===== src/rtl/occupancy_grid_pkg.sv =====
// Shared constants, FSM state encoding and address packing for the
// occupancy-grid RAM controller.
package occupancy_grid_pkg;

  localparam int GRID_WIDTH  = 256;
  localparam int GRID_HEIGHT = 128;
  localparam int ADDR_WIDTH  = 15;
  localparam int CELL_WIDTH  = 8;
  localparam int X_WIDTH     = $clog2(GRID_WIDTH);
  localparam int Y_WIDTH     = $clog2(GRID_HEIGHT);

  typedef enum logic [2:0] {
    IDLE,
    RD,
    WR,
    RSP,
    CLR
  } state_t;

  // Row-major packing: row in the high bits, column in the low bits.
  function automatic logic [ADDR_WIDTH-1:0] cell_address(
    input logic [X_WIDTH-1:0] x,
    input logic [Y_WIDTH-1:0] y
  );
    return {y, x};
  endfunction

endpackage


===== src/rtl/cell_saturating_update.sv =====
// Combinational saturating hit/miss arithmetic for one grid cell.
module cell_saturating_update
  import occupancy_grid_pkg::*;
#(
  parameter logic [CELL_WIDTH-1:0] HIT_INC  = 8'd6,
  parameter logic [CELL_WIDTH-1:0] MISS_DEC = 8'd2,
  parameter logic [CELL_WIDTH-1:0] CELL_MIN = 8'd0,
  parameter logic [CELL_WIDTH-1:0] CELL_MAX = 8'd255
) (
  input  logic [CELL_WIDTH-1:0] old_value,
  input  logic                  hit,
  output logic [CELL_WIDTH-1:0] new_value
);

  // One extra bit of headroom so neither direction can wrap.
  logic [CELL_WIDTH:0] sum;
  logic [CELL_WIDTH:0] floor;

  assign sum   = {1'b0, old_value} + {1'b0, HIT_INC};
  assign floor = {1'b0, CELL_MIN} + {1'b0, MISS_DEC};

  always_comb begin
    new_value = old_value;
    if (hit) begin
      new_value = (sum > {1'b0, CELL_MAX}) ? CELL_MAX : sum[CELL_WIDTH-1:0];
    end else begin
      new_value = ({1'b0, old_value} < floor) ? CELL_MIN : old_value - MISS_DEC;
    end
  end

endmodule


===== src/rtl/occupancy_grid_controller.sv =====
// Single-port grid RAM sequencer: arbitrated update RMW, query read and
// full-map clear sweep sharing one FSM.
module occupancy_grid_controller
  import occupancy_grid_pkg::*;
#(
  parameter logic [CELL_WIDTH-1:0] HIT_INC     = 8'd6,
  parameter logic [CELL_WIDTH-1:0] MISS_DEC    = 8'd2,
  parameter logic [CELL_WIDTH-1:0] CELL_MIN    = 8'd0,
  parameter logic [CELL_WIDTH-1:0] CELL_MAX    = 8'd255,
  parameter logic [CELL_WIDTH-1:0] CLEAR_VALUE = 8'd128
) (
  input  logic                  clock,
  input  logic                  reset,
  input  logic                  upd_valid,
  output logic                  upd_ready,
  input  logic [X_WIDTH-1:0]    upd_x,
  input  logic [Y_WIDTH-1:0]    upd_y,
  input  logic                  upd_hit,
  input  logic                  qry_valid,
  output logic                  qry_ready,
  input  logic [X_WIDTH-1:0]    qry_x,
  input  logic [Y_WIDTH-1:0]    qry_y,
  output logic                  rsp_valid,
  output logic [CELL_WIDTH-1:0] rsp_data,
  input  logic                  clear_start,
  output logic                  clearing,
  output logic                  clear_done,
  output logic                  ram_write_enable,
  output logic [ADDR_WIDTH-1:0] ram_address,
  output logic [CELL_WIDTH-1:0] ram_input_data,
  input  logic [CELL_WIDTH-1:0] ram_output_data
);

  state_t                  state_reg, state_next;
  logic [ADDR_WIDTH-1:0]   addr_reg;
  logic                    op_upd_reg;
  logic                    hit_reg;
  logic                    prefer_upd_reg;
  logic                    clear_pending_reg;
  logic                    clear_done_reg;
  logic [ADDR_WIDTH-1:0]   clr_cnt_reg;
  logic [CELL_WIDTH-1:0]   rsp_hold_reg;
  logic [CELL_WIDTH-1:0]   new_value;
  logic                    idle_open;
  logic                    sweep_last;

  cell_saturating_update #(
    .HIT_INC  (HIT_INC),
    .MISS_DEC (MISS_DEC),
    .CELL_MIN (CELL_MIN),
    .CELL_MAX (CELL_MAX)
  ) u_sat (
    .old_value (ram_output_data),
    .hit       (hit_reg),
    .new_value (new_value)
  );

  assign idle_open  = (state_reg == IDLE) && !clear_pending_reg;
  assign upd_ready  = idle_open && upd_valid && (!qry_valid || prefer_upd_reg);
  assign qry_ready  = idle_open && qry_valid && !upd_ready;
  assign sweep_last = (state_reg == CLR) && (&clr_cnt_reg);

  always_comb begin
    state_next = state_reg;
    case (state_reg)
      IDLE: begin
        if (clear_pending_reg) begin
          state_next = CLR;
        end else if (upd_ready || qry_ready) begin
          state_next = RD;
        end
      end
      RD:      state_next = op_upd_reg ? WR : RSP;
      WR:      state_next = IDLE;
      RSP:     state_next = IDLE;
      CLR:     state_next = sweep_last ? IDLE : CLR;
      default: state_next = IDLE;
    endcase
  end

  always_comb begin
    ram_write_enable = 1'b0;
    ram_address      = '0;
    ram_input_data   = '0;
    case (state_reg)
      RD, RSP: ram_address = addr_reg;
      WR: begin
        ram_write_enable = 1'b1;
        ram_address      = addr_reg;
        ram_input_data   = new_value;
      end
      CLR: begin
        ram_write_enable = 1'b1;
        ram_address      = clr_cnt_reg;
        ram_input_data   = CLEAR_VALUE;
      end
      default: ;
    endcase
  end

  // Response data passes straight through in RSP and is held afterwards.
  assign rsp_valid  = (state_reg == RSP);
  assign rsp_data   = rsp_valid ? ram_output_data : rsp_hold_reg;
  assign clearing   = clear_pending_reg;
  assign clear_done = clear_done_reg;

  always_ff @(posedge clock or posedge reset) begin
    if (reset) begin
      state_reg         <= IDLE;
      addr_reg          <= '0;
      op_upd_reg        <= 1'b0;
      hit_reg           <= 1'b0;
      prefer_upd_reg    <= 1'b1;
      clear_pending_reg <= 1'b0;
      clear_done_reg    <= 1'b0;
      clr_cnt_reg       <= '0;
      rsp_hold_reg      <= '0;
    end else begin
      state_reg      <= state_next;
      clear_done_reg <= sweep_last;
      if (upd_ready) begin
        addr_reg       <= cell_address(upd_x, upd_y);
        op_upd_reg     <= 1'b1;
        hit_reg        <= upd_hit;
        prefer_upd_reg <= 1'b0;
      end else if (qry_ready) begin
        addr_reg       <= cell_address(qry_x, qry_y);
        op_upd_reg     <= 1'b0;
        prefer_upd_reg <= 1'b1;
      end
      // Counter wraps to zero on the last sweep write, ready for the next clear.
      clr_cnt_reg <= (state_reg == CLR) ? clr_cnt_reg + 1'b1 : '0;
      if (sweep_last) begin
        clear_pending_reg <= 1'b0;
      end else if (clear_start) begin
        clear_pending_reg <= 1'b1;
      end
      if (state_reg == RSP) begin
        rsp_hold_reg <= ram_output_data;
      end
    end
  end

endmodule


===== config.mk =====
export PLATFORM = sky130hd
export DESIGN_NAME = occupancy_grid_controller
export DESIGN_NICKNAME = d
export VERILOG_FILES = /design/src/rtl/occupancy_grid_pkg.sv /design/src/rtl/cell_saturating_update.sv /design/src/rtl/occupancy_grid_controller.sv
export SDC_FILE = /design/constraint.sdc
export NUM_CORES = 1
export LEC_CHECK = 0
export CAP_MARGIN = 20
export CELL_PAD_IN_SITES_DETAIL_PLACEMENT = 1
export CELL_PAD_IN_SITES_GLOBAL_PLACEMENT = 2
export CORE_MARGIN = 5
export CORE_UTILIZATION = 25
export DETAILED_ROUTE_END_ITERATION = 10
export GPL_TIMING_DRIVEN = 0
export HOLD_SLACK_MARGIN = 0.06
export PLACE_DENSITY_LB_ADDON = 0.05
export SLEW_MARGIN = 20
export SYNTH_ARGS = -nofsm -noshare
export SYNTH_HDL_FRONTEND = slang
export SYNTH_SLANG_ARGS = --single-unit
export TNS_END_PERCENT = 50

===== constraint.sdc =====
create_clock -name clock -period 3.02 [get_ports clock]
set_input_delay 0.906 -clock clock [delete_from_list [all_inputs] [get_ports clock]]
set_output_delay 0.906 -clock clock [all_outputs]
set_load 0.005 [all_outputs]

==> flow_metrics.tcl, run 1 <==
set metrics [dict create \
    die_h_um 112.3 \
    place_area_mm2 0.003641 \
    clk_latency_ns 0.31 \
    ys_warn_count 0 \
    fin_area_mm2 0.004265 \
    clockBufferDepth 2 \
    worst_slew_pin_slew_ns 0.8994 \
    cp_max_fo 5 \
    startpoint_type "input port" \
    fillers 1201 \
    fin_skew_ns 0.01446 \
    required_ns 2.11 \
    start_util_pct 25.46 \
    drtPass1Iterations 4 \
    period_share_pct 111.0 \
    layout.nets 449 \
    rsz0062_at_grt "true" \
    wl_per_cell_um 16.79 \
    layout_setup_ws_ns -0.3324 \
    placed_cells 497 \
    mostFrequentLayoutCells "55 x clkdlybuf4s50_1, 43 x dfrtp_1, 34 x buf_4" \
    fmax_mhz 298.3 \
    io_pins 81 \
    post-route-util_pct 41.50 \
    crit_path_end_kind "output pin" \
    yosys-top-cells-area "dfrtp_1 43%, mux2i_1 6.1%, o21ai_0 4.8%, nand2_1 4.6%, a22o_1 4.4%" \
    area_growth_pct 63.03 \
    cp.arrival_ns 2.45 \
    async_flop_share_pct 100.0 \
    diodes 0 \
    critical_path_class "in -> out" \
    dr_total_vias 2559 \
    violations "negative setup slack" \
    syn_nets 329 \
    drv_cap 0 \
    startpoint "ram_output_data[2]" \
    slew_headroom_pct 39.49 \
    dp.final_hpwl_mm 6.608 \
    synthCells 282 \
    portBuffers 78 \
    maxSlewViolCount 0 \
    r2r-start "clr_cnt_reg[3]" \
    cellPowerDensity_mw_per_mm2 365.9 \
    viasPerCell 4.748 \
    ys_seq_area_share_pct 44.05 \
    grt_pass1_wl_mm 14.81 \
    drc 0 \
    routed_wl_mm 9.050 \
    die_w_um 112.3 \
    ant_nets 0 \
    ys_types 46 \
    cts_tree "built" \
    ir_drop_mv 0.1688 \
    status "complete, but fails checks" \
    final_common_cell "clkdlybuf4s50_1" \
    min_from "op_upd_reg" \
    dieArea_mm2 0.01261 \
    cts.sinks 46 \
    antenna_found_initial 0 \
    hold_class "reg -> reg" \
    finalSetupViolations 4 \
    path_clk_slew_ns 0.09 \
    hold_viol_final 0 \
    cts_buffers 5 \
    cts-root-buf "clkbuf_8" \
    leakage_nw 1.979 \
    core_area_mm2 0.01028 \
    htreeDepth 2 \
    drive_above_1_share_pct 27.30 \
    drt_iter0_markers 55 \
    syn_area_mm2 0.002616 \
    cts-hold-fix-buffers 0 \
    syn_avg_cell_area_um2 9.278 \
    hold_ws_ns 0.4738 \
    synth_top_area_share_pct 43.04 \
    synth_edf_count 0 \
    grt_max_degree 26 \
    synth_flop_cell "dfrtp_1" \
    place.gp.congestion 0.7574 \
    period_needed_ns 3.352 \
    grt.total_usage_pct 14.52 \
    grt_pass1_vias 2771 \
    row_count 37 \
    synth_top_cell_by_area "dfrtp_1" \
    gr-total-overflow 0 \
    synth-seq-cells 46 \
    fin_cells 539 \
]
## routing by layer
metal  part of all wire [%]  up-vias  global-route usage [%]
met1                     47     1242                   19.21
met5                      0        -                       0
li1                       -     1254                       -
met4                    1.3        0                   3.766
met3                    4.7       10                   3.774
met2                     47       53                   23.64
## logic make-up after synthesis
kind of cell / synth area share (%)
XOR/XNOR: 4.017
buffers and inverters: 4.304
adder cells (fa/ha/maj): 1.435
multiplexers: 9.565
flip-flops: 44.05
AND/OR/NAND/NOR: 19.08
AO/OA/AOI/OAI: 17.55
## where the power goes
part           switching, W  total [W]  leakage [nW]  internal [W]
registers         0.0000580   0.000728         0.592      0.000670
clock network      0.000231   0.000416        0.0472      0.000185
logic              0.000168   0.000418          1.34      0.000249
total              0.000457    0.00156          1.98       0.00110
## path summary, 6_finish.rpt
kind | to | slack (ns) | cells after the start
max | ram_input_data[2] | -0.33 | 8
min | op_upd_reg | 0.47 | 2
max reg2reg | clear_done | 0.84 | 4
min reg2reg | op_upd_reg | 0.47 | 2
max in group asynchronous | prefer_upd_reg | 1.47 | 3
min in group asynchronous | clr_cnt_reg[0] | 0.95 | 2
## what timing repair did
action,4_1_cts,5_1_grt
setup endpoints to repair,34,27
buffers inserted,23,15
pin swaps,14,13
resized for setup,115,38
## per-stage QoR
stage           power, W  setup WS [ns]  TNS [ns]
4_1_cts         0.001577        -0.3433    -2.751
5_1_grt         0.001657        -0.3812    -1.132
3_3_place_gp    0.001116         -1.461    -20.84
2_1_floorplan  0.0009007       -0.05938   -0.1056
3_5_place_dp    0.001123         -1.450    -15.61
6_report        0.001561        -0.3324   -0.7365
## worst max-delay path: stages
cell and delay (ns):
buf_12 0.10, inv_12 0.03, ha_4 0.16, o41a_1 0.41
a2111o_1 0.46, buf_6 0.13, o21ai_2 0.10, buf_2 0.13
## synth_stat cells (5+ instances only)
| master | n |
|---|---|
| clkbuf_1 | 18 |
| xor2_1 | 5 |
| dfrtp_1 | 45 |
| nor2_1 | 20 |
| xnor2_1 | 7 |
| nor4_1 | 6 |
| and3_1 | 6 |
| mux2_2 | 8 |
| inv_1 | 8 |
| mux2i_1 | 16 |
| nand3_1 | 9 |
| a31oi_1 | 7 |
| o21ai_0 | 25 |
| a21oi_1 | 6 |
| a22o_1 | 13 |
| nand2_1 | 32 |
## final cells by class
type                       count  area (um2)  share of cell area [%]
buffer                        17       152.6                   3.579
clock buffer                   6       82.58                   1.936
clock inverter                 2       12.51                  0.2933
inverter                       8       47.55                   1.115
tap                          136       170.2                   3.989
timing repair buffer         117        1109                   25.99
multi-input combinational    207        1536                   36.02
sequential                    46        1155                   27.08
Note: power is estimated with default switching activity, not from simulation.
==> inputs of run 2 (changes only) <==
Settings changed: ABC_AREA set to 1, CORE_UTILIZATION 25 to 24.
==> flow_metrics.tcl, run 2 <==
set metrics [dict create \
    period_share_pct 103.9 \
    synth_top_cell_by_area "dfrtp_1" \
    viasPerCell 4.464 \
    synthMostInstantiatedCell "nand2_1" \
    ys_types 36 \
    period_needed_ns 3.139 \
    maxSlewViolCount 0 \
    place.gp.congestion 0.7698 \
    cp_max_fo 4 \
    leakage_nw 2.055 \
    ys_warn_count 0 \
    gr-total-overflow 0 \
    start_util_pct 24.50 \
    dr_total_vias 2848 \
    core_area_mm2 0.01142 \
    layout_setup_ws_ns -0.1188 \
    status "complete, but fails checks" \
    synthTopCellsByCount "101 x nand2_1, 53 x nor2_1, 45 x dfrtp_1" \
    wl_per_cell_um 15.65 \
    drt_iter0_markers 134 \
    drive_above_1_share_pct 25.86 \
    synth_flop_cell "dfrtp_1" \
    routed_wl_mm 9.986 \
    clk_latency_ns 0.29 \
    violations "negative setup slack" \
    die_w_um 118.0 \
    diodes 0 \
    whs_path_depth 2 \
    fillers 1425 \
    ir_drop_mv 0.2453 \
    clockBufferDepth 2 \
    ant_nets 0 \
    grt_pass1_wl_mm 16.44 \
    slew_headroom_pct 65.23 \
    ys_seq_area_share_pct 41.19 \
    startpoint_type "input port" \
    cts.sinks 46 \
    row_count 39 \
    dp.final_hpwl_mm 7.566 \
    area_growth_pct 54.11 \
    critical_path_class "in -> out" \
    total_power_w 0.002055 \
    finalSetupViolations 6 \
    cts-root-buf "clkbuf_16" \
    synth_top_area_share_pct 40.25 \
    cts-hold-fix-buffers 0 \
    crit_path_end_kind "output pin" \
    path_clk_slew_ns 0.06 \
    mostFrequentLayoutCells "95 x nand2_1, 55 x clkdlybuf4s50_1, 46 x nor2_1" \
    yosys-top-cells-area "dfrtp_1 40%, nand2_1 14%, nor2_1 7.1%, a31oi_2 6.3%, inv_1 5.1%" \
    cts_buffers 5 \
    hold_class "reg -> reg" \
    async_flop_share_pct 100.0 \
    final_common_cell "nand2_1" \
    syn_avg_cell_area_um2 7.401 \
    antenna_found_initial 0 \
    grt_max_degree 26 \
    synthCells 378 \
    cts_tree "built" \
    worst_slew_pin_slew_ns 0.5209 \
    fin_cells 638 \
    layout.nets 541 \
    hold_viol_final 0 \
    htreeDepth 2 \
    fin_skew_ns 0.008218 \
    syn_area_mm2 0.002798 \
    die_h_um 118.0 \
    synth_edf_count 0 \
    rsz0062_at_grt "true" \
    synth-seq-cells 46 \
    cellPowerDensity_mw_per_mm2 476.7 \
    required_ns 2.11 \
    dieArea_mm2 0.01392 \
    fmax_mhz 318.6 \
    io_pins 81 \
    syn_nets 425 \
    placed_cells 600 \
    grt_pass1_vias 3171 \
    portBuffers 78 \
    r2r.worst_path.cells 9 \
    cp.arrival_ns 2.23 \
    drv_cap 0 \
    drc 0 \
    drtPass1Iterations 4 \
    grt.total_usage_pct 14.31 \
]
[run 2: changes by cell type in the layout (fill, tap and decap cells not counted), moves of 14 or more]
cell     delta
nand3_1    +16
nor2_1     +29
nand2_1    +65
inv_1      +23
a31oi_2    +14
mux2i_1    -16
[run 2: final timing paths]
path                                         start           endpoint  slack, ns
worst max-delay path            ram_output_data[1]  ram_input_data[0]      -0.12
worst min-delay path               rsp_hold_reg[2]    rsp_hold_reg[2]       0.48
worst max register to register        state_reg[0]        addr_reg[3]       1.14
worst min register to register     rsp_hold_reg[2]    rsp_hold_reg[2]       0.48
max in group asynchronous                    reset    clr_cnt_reg[14]       1.52
min in group asynchronous                    reset     clr_cnt_reg[1]       0.98
[run 2: where the power goes]
| part | switching [W] | leakage (nW) | internal, W |
|---|---|---|---|
| Sequential | 0.0000767 | 0.544 | 0.000711 |
| Clock | 0.000243 | 0.0739 | 0.000329 |
| Combinational | 0.000348 | 1.44 | 0.000346 |
[run 2: area by class of cell]
type                       count  area [um2]  area share (%)
clock inverter                 1       5.005          0.1161
sequential                    46        1152           26.73
multi-input combinational    276        1518           35.20
tap                          143       178.9           4.150
clock buffer                   7       142.6           3.308
inverter                      44       203.9           4.730
timing repair buffer         110        1020           23.65
buffer                        11       91.34           2.118
[run 2: what timing repair did]
action | 4_1_cts | 5_1_grt
gates cloned | 0 | 1
gates resized for setup | 98 | 36
pin swaps | 13 | 14
endpoints found under the setup margin | 33 | 33
endpoints found under the hold margin | 0 | 0
setup buffers | 21 | 9
[run 2: metrics by stage]
stage | util [%] | hold slack [ns] | area [um2] | TNS (ns) | worst slack [ns]
after floorplan | - | 0.4426 | 2798 | 0 | 0.1527
after global placement | 32.91 | 0.4613 | 3757 | -18.55 | -1.276
after detailed placement | 33.08 | 0.4745 | 3777 | -11.82 | -1.258
after CTS | 36.48 | 0.4864 | 4165 | -1.173 | -0.1404
after global routing | 37.76 | 0.5185 | 4312 | -1.617 | -0.2591
final | 37.76 | 0.4788 | 4312 | -0.5010 | -0.1188
[run 2: cells by family (layout without fill, tap and decap cells)]
family,count (synthesis),in the layout,synth area share [%]
xor gates and xnor gates,2,2,0.6262
and+or+nand+nor,210,210,33.05
buffers and inverters,56,173,8.765
DFF,46,46,41.19
AOI/OAI and AO/OA,61,61,15.03
adders and majority gates,3,3,1.342
[run 2: worst max-delay path, cell delays in order]
cell and delay, ns:
buf_12 0.11, inv_8 0.06, ha_4 0.16, inv_4 0.04, buf_4 0.13, nand2_1 0.05
nand2_1 0.05, nand2_2 0.07, nand4_1 0.15, buf_4 0.19, nand2_2 0.05, nand2_2 0.06
nand2_1 0.07, buf_2 0.11
[run 2: per-layer routing]
| metal | global-route usage [%] | wire, um | vias up |
|---|---|---|---|
| met5 | 0 | 0 | - |
| met4 | 2.151 | 57 | 0 |
| met3 | 3.027 | 340 | 5 |
| met2 | 23.37 | 4579 | 57 |
| met1 | 19.85 | 5009 | 1323 |
| li1 | - | - | 1463 |
==> patch (config.mk and constraints of run 2) <==
Re-encode `state_t` (5 states) as one-hot, 5 bits wide.
--- a/src/rtl/occupancy_grid_pkg.sv
+++ b/src/rtl/occupancy_grid_pkg.sv
@@ -9,12 +9,12 @@
   localparam int X_WIDTH     = $clog2(GRID_WIDTH);
   localparam int Y_WIDTH     = $clog2(GRID_HEIGHT);
 
-  typedef enum logic [2:0] {
-    IDLE,
-    RD,
-    WR,
-    RSP,
-    CLR
+  typedef enum logic [4:0] {
+    IDLE = 5'b00001,
+    RD   = 5'b00010,
+    WR   = 5'b00100,
+    RSP  = 5'b01000,
+    CLR  = 5'b10000
   } state_t;
 
   // Row-major packing: row in the high bits, column in the low bits.
Check against the original RTL: same outputs for any inputs over 10 cycles, from zero or initial values and one cycle with reset high; not proved beyond that.
==> patch against run 2 <==
  * Sequential cell count grew 2
  * Area after synthesis shrank 0.76%
  * Setup slack improved by 0.033 ns
  * Wire length grew 5.2%
  * The run still ends with setup timing left
  * Count of clock-buffer cells in the layout decreased by 2
  * Final area up 2.5%
  * Fmax is 1.1% higher
  * Utilization up 1.1 points
  * Power shrank 11%
==> patch: results (changes against run 2) <==
- Status: complete, but fails checks
- Violated checks: setup timing
- Synth area leaders: dfrtp_1 41%, nand2_1 14%, nand3_1 8.5%
- Setup_tns: -0.381 ns (+0.120 ns)
- CP top delay family: simple AND/OR/NAND/NOR gates
- Synth Instances: 387 (+2.4%)
- Final hold vios: 0 (unchanged)
- Syn Nets: 434 (+2.1%)
- Drt pass-1 iters: 4 (unchanged)
- Setup violators final: 7 (+1)
- Placed Area: 3760 µm² (-0.50%)
- Layout cells sized above 1: 25.7% (-0.17 points)
- Worst Setup Slack, final: -0.0859 ns (+0.0330 ns)
- Largest buffer count on any clock path: 2 (unchanged)
- Mean routed wirelength per cell: 16.2 µm (+3.5%)
- Routability cong.: 0.753 (-2.2%)
- Seq/Total Area, Yosys: 43.4% (+2.2 points)
- DRT iter0 DRCs: 109 (-19%)
- Yosys warns: 0 (unchanged)
- Nets: 552 (+2.0%)
- WL final: 10.5 mm (+5.2%)
- Post-DP HPWL: 7.80 mm (+3.0%)
- Least-Margin Pin Slew: 0.652 ns (+0.131 ns)
- Crit-path slowest cell: ha_4
- First-pass GRT wire length: 17.0 mm (+3.7%)
- N_diodes: 0 (unchanged)
- Number of buffers created by CTS: 5 (unchanged)
- Cells after DPL: 610 (+1.7%)
- Root Driver: clkbuf_16
- Hold Crit Class: reg -> reg
- Via density: 4.63 (+3.7%)
- Clk_skew: 0.00641 ns (-0.00181 ns)
- Largest net degree at the start of global routing: 49 (+88%)
- VDD IR max: 0.000224 V (-8.6%)
- Total track usage: 15.1% (+0.78 points)
- Static leakage: 2.06 nW (about the same)
- Post-Place Worst Slack: -1.27 ns (-0.0156 ns)
- Buffers on Ports: 80 (+2.6%)
- Worst-path clk slew: 0.07 ns
- Vias in the first global route: 3317 (+4.6%)
- Post-synth top cells: 106 x nand2_1, 47 x nand3_1, 46 x dfrtp_1, 46 x nor2_1, 45 x o21ai_0
- Worst path max stage delay: 0.15 ns (-0.04 ns)
- Switching share of power: 32.5% (about the same)
- Synth cell types: 32 (-11%)
- CTS H-tree depth: 2 (unchanged)
patch: routing by layer:
layer / up-vias / share of wire [%] / GRT usage [%]
met5: - / 0 / 0
met3: 7 / 4.2 / 3.41
met4: 0 / 0.81 / 2.87
met2: 60 / 51 / 27.1
met1: 1440 / 44 / 18.6
li1: 1498 / - / -
patch: power by group through the flow:
stage / sequential [mW] / combinational (mW) / clock, mW
detailed placement: 0.786 / 0.425 / 0
floorplan: 0.764 / 0.229 / 0
finish: 0.782 / 0.479 / 0.561
global placement: 0.786 / 0.415 / 0
CTS: 0.778 / 0.471 / 0.583
global route: 0.790 / 0.529 / 0.612
patch: cell families after synthesis:
kind of cell	share of synthesized area, %
XOR/XNOR	0.631
AO/OA/AOI/OAI	11.1
adder cells (fa/ha/maj)	1.35
flip-flops	43.4
AND/OR/NAND/NOR	35.4
buffers and inverters	8.16
patch: worst paths after layout:
| check | startpoint | to | slack (ns) | cells after the start |
|---|---|---|---|---|
| worst max-delay path | ram_output_data[2] | ram_input_data[0] | -0.09 | 15 |
| worst min-delay path | op_upd_reg | state_reg[3] | 0.44 | 1 |
| worst max register to register | state_reg[3] | addr_reg[5] | 0.95 | 11 |
| worst min register to register | op_upd_reg | state_reg[3] | 0.44 | 1 |
| max in group asynchronous | reset | state_reg[3] | 1.48 | 2 |
| min in group asynchronous | reset | clr_cnt_reg[7] | 1.07 | 2 |
patch: final cells by class:
class | instances | area (µm²)
inverter | 43 | 196
clock inverter | 3 | 18.8
timing repair buffer | 113 | 1030
multi-input combinational | 286 | 1590
sequential | 48 | 1200
buffer | 8 | 76.3
fill | 1396 | 6950
tap | 143 | 179
clock buffer | 5 | 125
patch: repair_timing:
action,CTS,global route
setup endpoints to repair,34,29
buffers inserted,29,5
resized for setup,158,40
pin swaps,23,11
endpoints found under the hold margin,0,0
